$ cat config.mk
export PLATFORM = sky130hd
export DESIGN_NAME = instr_sequencer
export DESIGN_NICKNAME = d
export VERILOG_FILES = /design/src/rtl/instr_sequencer.sv
export SDC_FILE = /design/constraint.sdc
export NUM_CORES = 1
export LEC_CHECK = 0
export ABC_AREA = 1
export ABC_CLOCK_PERIOD_IN_PS = 2420
export CAP_MARGIN = 20
export CORE_AREA = 2 2 74 76
export CTS_CLUSTER_DIAMETER = 100
export CTS_CLUSTER_SIZE = 30
export DETAILED_ROUTE_END_ITERATION = 7
export DIE_AREA = 0 0 76 78
export PLACE_DENSITY = 0.66
export SYNTH_ARGS = -nofsm -noshare
export SYNTH_HDL_FRONTEND = slang
export SYNTH_SLANG_ARGS = --single-unit
$ cat constraint.sdc
create_clock -name Clock -period 2.42 [get_ports Clock]
set_input_delay 0.242 -clock Clock [delete_from_list [all_inputs] [get_ports Clock]]
set_output_delay 0.242 -clock Clock [all_outputs]
set_load 0.05 [all_outputs]
$ cat src/rtl/instr_sequencer.sv
// Run/Done initiator: fetches program words, issues each one on DIN with a one-cycle Run pulse,
// and for mvi swaps DIN to the immediate word before waiting for Done.
module instr_sequencer #(
  parameter int         ADDR_W    = 5,
  parameter int         DATA_W    = 16,
  parameter int         PROG_LEN  = 32,
  parameter int         TIMEOUT   = 15,
  parameter logic [8:0] HALT_WORD = 9'h1FF
) (
  input  logic              Clock,
  input  logic              Resetn,
  input  logic              Start,
  input  logic              Done,
  input  logic [DATA_W-1:0] mem_data,
  output logic [ADDR_W-1:0] mem_addr,
  output logic [DATA_W-1:0] DIN,
  output logic              Run,
  output logic              Busy,
  output logic              Halted,
  output logic              Err,
  output logic [ADDR_W-1:0] PC
);

  typedef enum logic [2:0] {IDLE, RD_I, LATCH_I, ISSUE, WAIT_DONE, HALT, ERR} state_t;

  localparam int                  CNT_W      = $clog2(TIMEOUT + 1);
  localparam logic [CNT_W-1:0]    CNT_LAST   = CNT_W'(TIMEOUT - 1);
  localparam logic [ADDR_W+1:0]   PROG_LEN_X = (ADDR_W + 2)'(PROG_LEN);

  state_t              state_q, state_d;
  logic [ADDR_W-1:0]   pc_q, pc_d, addr_q, addr_d;
  logic [DATA_W-1:0]   din_q, din_d;
  logic [CNT_W-1:0]    cnt_q, cnt_d;
  logic                run_q, run_d, halted_q, halted_d, err_q, err_d, mvi_q, mvi_d;
  logic                is_mvi, is_halt;
  logic [ADDR_W-1:0]   pc_inc1, pc_adv;

  function automatic logic [ADDR_W-1:0] pc_add(input logic [ADDR_W-1:0] pc, input logic [1:0] inc);
    logic [ADDR_W+1:0] sum;
    sum = {2'b00, pc} + {{ADDR_W{1'b0}}, inc};
    if (sum >= PROG_LEN_X) sum = sum - PROG_LEN_X;
    return sum[ADDR_W-1:0];
  endfunction

  assign is_mvi  = (mem_data[8:6] == 3'b001);
  assign is_halt = (mem_data[8:0] == HALT_WORD);
  assign pc_inc1 = pc_add(pc_q, 2'd1);
  assign pc_adv  = pc_add(pc_q, mvi_q ? 2'd2 : 2'd1);

  // The immediate address must reach memory in the same cycle the opcode is seen,
  // otherwise the immediate would arrive one cycle after ISSUE needs it.
  assign mem_addr = (state_q == LATCH_I && is_mvi && !is_halt) ? pc_inc1 : addr_q;

  assign DIN    = din_q;
  assign Run    = run_q;
  assign Halted = halted_q;
  assign Err    = err_q;
  assign PC     = pc_q;
  assign Busy   = (state_q == RD_I) || (state_q == LATCH_I) ||
                  (state_q == ISSUE) || (state_q == WAIT_DONE);

  always_comb begin
    state_d  = state_q;
    pc_d     = pc_q;
    addr_d   = addr_q;
    din_d    = din_q;
    cnt_d    = cnt_q;
    run_d    = 1'b0;
    halted_d = halted_q;
    err_d    = err_q;
    mvi_d    = mvi_q;
    unique case (state_q)
      IDLE: begin
        addr_d = pc_q;
        if (Start) state_d = RD_I;
      end
      RD_I: state_d = LATCH_I;
      LATCH_I: begin
        din_d = mem_data;
        if (is_halt) begin
          halted_d = 1'b1;
          state_d  = HALT;
        end else begin
          run_d   = 1'b1;
          mvi_d   = is_mvi;
          addr_d  = mem_addr;
          state_d = ISSUE;
        end
      end
      ISSUE: begin
        cnt_d = '0;
        if (mvi_q) din_d = mem_data;
        if (Done) begin
          pc_d    = pc_adv;
          addr_d  = pc_adv;
          state_d = Start ? RD_I : IDLE;
        end else begin
          state_d = WAIT_DONE;
        end
      end
      WAIT_DONE: begin
        // Done takes priority over an expiring timeout in the same cycle.
        if (Done) begin
          pc_d    = pc_adv;
          addr_d  = pc_adv;
          state_d = Start ? RD_I : IDLE;
        end else if (cnt_q == CNT_LAST) begin
          err_d   = 1'b1;
          state_d = ERR;
        end else begin
          cnt_d = cnt_q + 1'b1;
        end
      end
      HALT, ERR: state_d = state_q;
      default:   state_d = IDLE;
    endcase
  end

  always_ff @(posedge Clock) begin
    if (!Resetn) begin
      state_q  <= IDLE;
      pc_q     <= '0;
      addr_q   <= '0;
      din_q    <= '0;
      cnt_q    <= '0;
      run_q    <= 1'b0;
      halted_q <= 1'b0;
      err_q    <= 1'b0;
      mvi_q    <= 1'b0;
    end else begin
      state_q  <= state_d;
      pc_q     <= pc_d;
      addr_q   <= addr_d;
      din_q    <= din_d;
      cnt_q    <= cnt_d;
      run_q    <= run_d;
      halted_q <= halted_d;
      err_q    <= err_d;
      mvi_q    <= mvi_d;
    end
  end

endmodule

### Yosys cells after proc, flatten, opt, wreduce, memory -nomap -nowiden

Index checks and enable logic that the tools add are counted.

| word-level totals | value |
|---|---|
| flip-flop bits (word level) | 37 |
| input port bits | 20 |
| output and inout port bits | 30 |
| logic and storage cells | 76 |

| operators by class | value |
|---|---|
| $add $sub $neg | 5 |
| $lt $le $gt $ge | 2 |
| eq/ne operators | 16 |
| mux-type cells | 20 |
| bitwise operators | 3 |
| reductions and logical operators | 21 |

Operator list:

| cell | number |
|---|---|
| $pmux W16 S2 | 1 |
| $mux W5 | 5 |
| $pmux W3 S6 | 1 |
| $mux W16 | 1 |
| $mux W3 | 5 |
| $pmux W5 S3 | 1 |
| $ge A6 B6 Y1 const B | 2 |
| $reduce_and A3 Y1 | 4 |
| $ne A2 B2 Y1 const B | 5 |
| $reduce_and A2 Y1 | 5 |
| $sub A5 B1 Y5 const B | 2 |
| $eq A3 B3 Y1 const B | 3 |
| $eq A9 B9 Y1 const B | 1 |
| $mux W4 | 2 |
| $pmux W4 S2 | 1 |
| $add A5 B1 Y6 const B | 1 |
| $add A5 B2 Y6 | 1 |
| $eq A3 B1 Y1 const B | 2 |
| $eq A3 B2 Y1 const B | 2 |
| $add A4 B1 Y4 const B | 1 |
| $eq A4 B4 Y1 const B | 1 |
| $reduce_bool A2 Y1 | 2 |
| $reduce_or A2 Y1 | 2 |
| $logic_not A3 Y1 | 1 |
| other kinds (9) | 15 |

### Longest topological paths before layout

Gate-level depths: netlist of run 1.

| logic depth | value |
|---|---|
| word-level depth | 6 |
| depth in mapped cells | 12 |
| gate-level depth less buffers | 12 |

### Least setup slack after synthesis of run 1

No wires, ideal clock.

| timing path | value |
|---|---|
| kind | reg2out |
| from | reg pc_q[1] (netlist: PC[1]) |
| to | out mem_addr[4] |
| data arrival time | 1.714 ns |
| required time | 2.178 ns |
| setup slack | 0.464 ns |
| stages on the path, launching flop included | 7 |
| path buffers | 0 |
| path through | dfxtp_1 ha_1 nand3_1 nand2_1 nand2_1 nand2_1 and2_1 |

| between the ends | value |
|---|---|
| cells in the longest elaborated chain, start to end | 4 |
| elaborated cells between the ends (all ways) | 5 |
| those cells by class | 2 x add/sub; 1 x order compare; 2 x mux |

Ends and longest elaborated chain:

| what | line | text |
|---|---|---|
| start, declared | 31 | `logic [ADDR_W-1:0] pc_q, pc_d, addr_q, addr_d;` |
| start signal, assigned | 132 | `pc_q <= pc_d;` |
| $add A5 B1 Y6 * | 40 | `sum = {2'b00, pc} + {{ADDR_W{1'b0}}, inc};` |
| $sub A5 B1 Y5 or $ge A6 B6 Y1 (tied branches) | 41 | `if (sum >= PROG_LEN_X) sum = sum - PROG_LEN_X;` |
| $mux W5 * | 41 |  |
| $mux W5 * | 52 | `assign mem_addr = (state_q == LATCH_I && is_mvi && !is_halt) ? pc_inc1 : addr_q;` |
| end, declared | 15 | `output logic [ADDR_W-1:0] mem_addr,` |

Mark *: on every way between the ends. The rest lies on a longest branch, timed or not.

### Worst setup path in the final report of run 1

| timing path | value |
|---|---|
| from | reg state_q[2] |
| to | out mem_addr[3] |

| between the ends | value |
|---|---|
| cells in the longest elaborated chain, start to end | 4 |

Ends and longest elaborated chain:

| what | line | text |
|---|---|---|
| start, declared | 30 | `state_t state_q, state_d;` |
| start signal, assigned | 131 | `state_q <= state_d;` |
| $eq A3 B2 Y1 | 52 |  |
| $logic_and A1 B1 Y1 (2 in a row) | 52 |  |
| $mux W5 | 52 |  |

Every way passes these cells.

==> run metrics, run 1 <==
vias in the first global route 1,926; Tot Pwr 1.63 mW; clock period minus worst slack 2.04 ns; Final GP Congestion 0.907; M1 WL 2250 um; synthesized flop and latch total 37; Clock Skews 0.00449 ns; std cell rows 26; Slew HR 0.650; synth unique cells 23; I/O Buffers 49; routed wl met3 212 um; die footprint 5930 sq um; wire per inst 11.1 um; Die Span Y 78 um; n_diodes 0; unrepaired setup endpoints after global routing false; Residual DRC 0; leakage 1.16 nW; Finish-stage setup viols 0; startpoint types register; IR drop worst, VDD 205 uV; yosys warns 0; crit path from state_q[2]; FF/Latch Area 741 sq um; area of the multi-input gates 1020 sq um; # IOs 50; cells on worst reg2reg path 9; crit path capture mem_addr[3]; initial drt markers 84; Core Area 5040 sq um; Post-Route WL 4760 um; hold crit path type reg2reg; number of nets in the finished design 382; CTS Sinks 37; Placed Cells 419; RR Startpoint mvi_q; syn nets 332; DR top layer met4; final setup TNS 0 ns; most common cell after layout, fill and taps aside nand2_1; FILL cells 517; max cap viols 0; total CTS buffers 5; clock-pin slew on the worst setup and hold paths 0.07 ns; reg-to-reg endpoint addr_q[2]; Highest Clock Rate 490 MHz; largest net degree at the start of global routing 33; power density over the cells 605 nW/um^2; total number of vias 2,045; synthesis-to-finish area growth 35.5%; Clk Latency, worst-skew pair 0.30 ns; CTS tree done; Syn Inst Count 306; CP Capture Type primary output; clock buffer depth 2; share of layout cells above drive strength 1 0.0756; Max Slew Vio Count 0; first-pass GRT wire length 8290 um; routed length on met2 2170 um; Mapped Area 1990 sq um; Final Non-Filler Cells 427; Req. time, crit path 2.18 ns; worst reg2reg setup slack 0.52 ns; Initial Utilization 0.394; fin crit share 0.843; post-synthesis sequential area ratio 0.373; CP arrival 1.80 ns; grt ovf 0; Post-CTS Setup Inserts 0; Die X 76 um; antenna violations before repair 0; Worst Path Max Fanout 6; Antenna Nets Post-Route 0; outcome finished, final reports clean; commonest non-fill, non-tap cells in the layout nand2_1 (66), inv_1 (45), clkdlybuf4s50_1 (43); Global Route Usage Sum 0.171; syn avg cell area 6.49 sq um; number of H-tree levels 2; First-pass DRT Iterations 4; post-DR vias/cell 4.79; Tightest Pin Transition 0.524 ns; CTS root buffer clkbuf_8; critical path class reg2out; hpwl dp 3600 um; Final Hold Vio Count 0
Yosys cell counts, drive strengths merged:
cell type  instances  share of area
xnor2              1         0.0044
nand3b             1         0.0038
o21ai             21          0.053
xor2               2         0.0088
inv               50          0.094
a21oi             30          0.076
a211oi             2         0.0076
clkbuf             6          0.011
ha                 5          0.031
nand4              6          0.019
fa                 1          0.010
buf                4          0.010
nor2              36          0.069
dfxtp             37           0.37
and2               6          0.019
nand2             69           0.13
nand3             28          0.073
nor3               1         0.0025
layer usage:
metal  up-vias  GRT usage
li1       1068          -
met1       918      0.200
met2        48      0.296
met3        11     0.0326
met4         0     0.0927
met5         -          0
registers in the layout (all words and copies together), names as in the netlist, 3 cells and up:
register  cells
PC            5
DIN          16
addr_q        5
cnt_q         4
state_q       3
worst max-delay path, cell delays in order, from the launching register on:
cell     delay [ns]
dfxtp_1        0.38
inv_2          0.10
nand2_1        0.07
nor2_1         0.28
nand2_1        0.22
nand2_1        0.13
and2_1         0.19
buf_12         0.15
where the power goes:
part / total, mW / internal, mW / switching, mW / leakage, nW
Clock: 0.422 / 0.200 / 0.222 / 0.0450
Combinational: 0.525 / 0.200 / 0.326 / 0.818
Sequential: 0.682 / 0.655 / 0.0270 / 0.301
per-stage QoR:
step	setup WS (ns)	utilization	hold slack (ns)	instance area, sq um
3_3_place_gp	0.426	0.517	0.430	2610
3_5_place_dp	0.385	0.517	0.434	2610
2_1_floorplan	0.464	-	0.417	1990
6_report	0.379	0.534	0.442	2690
5_1_grt	0.211	0.534	0.459	2690
4_1_cts	0.0274	0.533	0.446	2690
logic make-up (layout without fill, tap and decap cells):
kind of cell	after synthesis	in the layout	share of synthesized area
AOI/OAI and AO/OA	53	53	0.136
adders and majority gates	6	6	0.0416
buffers and inverters	60	111	0.116
and+or+nand+nor	147	147	0.321
xor gates and xnor gates	3	3	0.0132
DFF	37	37	0.373
worst min path at each step:
stage	start	to	slack [ns]	depth (start not counted)
6_report	DIN[4]	DIN[4]	0.44	2
5_1_grt	DIN[9]	DIN[9]	0.46	2
4_1_cts	DIN[13]	DIN[13]	0.45	2
3_5_place_dp	DIN[10]	DIN[10]	0.43	2
3_3_place_gp	DIN[3]	DIN[3]	0.43	2
2_1_floorplan	mem_data[0]	DIN[0]	0.42	2
layout make-up:
class	count	area share
repair buffers	53	0.213
multi-input cells	209	0.379
clock inverters	2	0.00372
well taps	70	0.0325
flip-flops and latches	37	0.275
inverters	50	0.0697
clock buffers	6	0.0270
what timing repair did:
action	in CTS	in global routing
hold buffers	0	0
setup endpoints to repair	0	1
resized for setup	0	1
(Power assumes the default switching activity.)
==> inputs of run 2 (changes only) <==
Settings changed: ABC_CLOCK_PERIOD_IN_PS 2420 to 1700, PLACE_DENSITY 0.66 to 0.68.
Clock period 2.42 ns to 1.7 ns, I/O delays scaled along.
==> run 2 against run 1 <==
  * Via count rose by 3.1%
  * Sequential cell count did not move
  * Clock skew rose by 0.0048 ns
  * First-iteration DRC count fell by 13%
  * Total power rose by 68%
  * Critical endpoint is now mem_addr[2]
  * Count of clock-buffer cells in the layout fell by 1
  * Combinational power rose by 62%
  * Sequential share of layout area fell by 2.5 points
  * Final cell count rose by 4.0%
==> run metrics, run 2 (synthesized netlist as in run 1, its figures left out) <==
Slowest cell on crit path dfxtp_2; Core Area 5040 sq um; startpoint types register; final setup TNS 0 ns; n_diodes 0; Req. time, crit path 1.53 ns; FILL cells 475; antenna violations before repair 0; hold crit path type in2reg; grt ovf 0; Critical Path Max Stage Delay 0.34 ns; std cell rows 26; initial drt markers 73; wire per inst 11.6 um; Antenna Nets Post-Route 0; # IOs 50; Worst Path Max Fanout 4; I/O Buffers 49; Finish-stage setup viols 0; Global Route Usage Sum 0.178; worst hold slack 0.295 ns; clock-pin slew on the worst setup and hold paths 0.08 ns; CTS root buffer clkbuf_8; Residual DRC 0; Clk Latency, worst-skew pair 0.29 ns; CP arrival 1.48 ns; CTS tree done; die footprint 5930 sq um; first-pass GRT wire length 8600 um; hpwl dp 3650 um; CP Capture Type primary output; Slew HR 0.537; IR drop worst, VDD 548 uV; worst path cell trace buf_6 -> ha_4 -> inv_1 -> nand2_1 -> nand2_1 -> nand3_2 -> and2_4 -> buf_12; critical path class reg2out; total number of vias 2,109; clock period minus worst slack 1.65 ns; most frequent CP cell nand2_1; Initial Utilization 0.394; synthesis-to-finish area growth 52.8%; total CTS buffers 5; max reg flops 16; Die Span Y 78 um; vias in the first global route 1,930; commonest non-fill, non-tap cells in the layout nand2_1 (58), inv_1 (43), clkdlybuf4s50_1 (37); largest net degree at the start of global routing 33; unrepaired setup endpoints after global routing true; power density over the cells 901 nW/um^2; Final Hold Vio Count 0; Highest Clock Rate 606 MHz; Max Slew Vio Count 0; number of H-tree levels 2; Post-Route WL 5170 um; Die X 76 um; clock buffer depth 2; post-DR vias/cell 4.75; Final GP Congestion 0.867; CTS Sinks 37; most common cell after layout, fill and taps aside nand2_1; Clock Skews 0.00929 ns; number of nets in the finished design 399; leakage 1.30 nW; share of layout cells above drive strength 1 0.222; fin crit share 0.971; Placed Cells 429; Tightest Pin Transition 0.692 ns; max cap viols 0; Final Non-Filler Cells 444; First-pass DRT Iterations 4; outcome finished, final reports clean
==> run 2: timing repair <==
item | CTS | global route
endpoints found under the setup margin | 10 | 8
hold buffers | 0 | 0
pin swaps | 1 | 7
gates resized for setup | 25 | 17
setup buffers | 5 | 2
==> run 2: routing by layer <==
layer  up-vias  global-route usage  wire, um
met5         -                   0         0
met4         0              0.0600        67
met3         7              0.0360       313
met2        59               0.308      2380
met1       944               0.222      2410
li1       1099                   -         -
==> run 2: final timing paths <==
check | from | to | slack (ns) | cells after the start
max | PC[0] | mem_addr[2] | 0.05 | 8
min | mem_data[6] | DIN[6] | 0.30 | 3
max reg2reg | mvi_q | addr_q[2] | 0.12 | 9
min reg2reg | DIN[3] | DIN[3] | 0.44 | 2
==> run 2: report_power, final <==
part,leakage [nW],internal (mW),switching (mW)
registers,0.305,0.931,0.0392
logic,0.928,0.353,0.500
clock network,0.0681,0.583,0.329
==> run 2: cell type report <==
cell class | count | area (sq um) | share of cell area
inverter | 50 | 188 | 0.0618
multi-input combinational | 209 | 1130 | 0.372
sequential | 37 | 758 | 0.250
tap | 70 | 87.6 | 0.0289
clock inverter | 3 | 65.1 | 0.0214
clock buffer | 5 | 68.8 | 0.0227
timing repair buffer | 70 | 739 | 0.244
==> run 2: critical path, delay by kind of cell (launching register included) <==
kind,cells,cell delay (ns)
AND/OR/NAND/NOR,4,0.38
flip-flops,1,0.34
adder cells (fa/ha/maj),1,0.16
buffers and inverters,3,0.31
==> run 2: metrics by stage <==
| stage | setup slack (ns) | instance area, sq um | util | power (mW) |
|---|---|---|---|---|
| after global routing | -0.0271 | 3040 | 0.602 | 2.86 |
| after detailed placement | 0.00844 | 2710 | 0.537 | 1.78 |
| after floorplan | -0.0795 | 1990 | - | 1.46 |
| final | 0.0491 | 3040 | 0.602 | 2.74 |
| after CTS | -0.00780 | 2940 | 0.584 | 2.74 |
| after global placement | 0.0387 | 2710 | 0.537 | 1.78 |
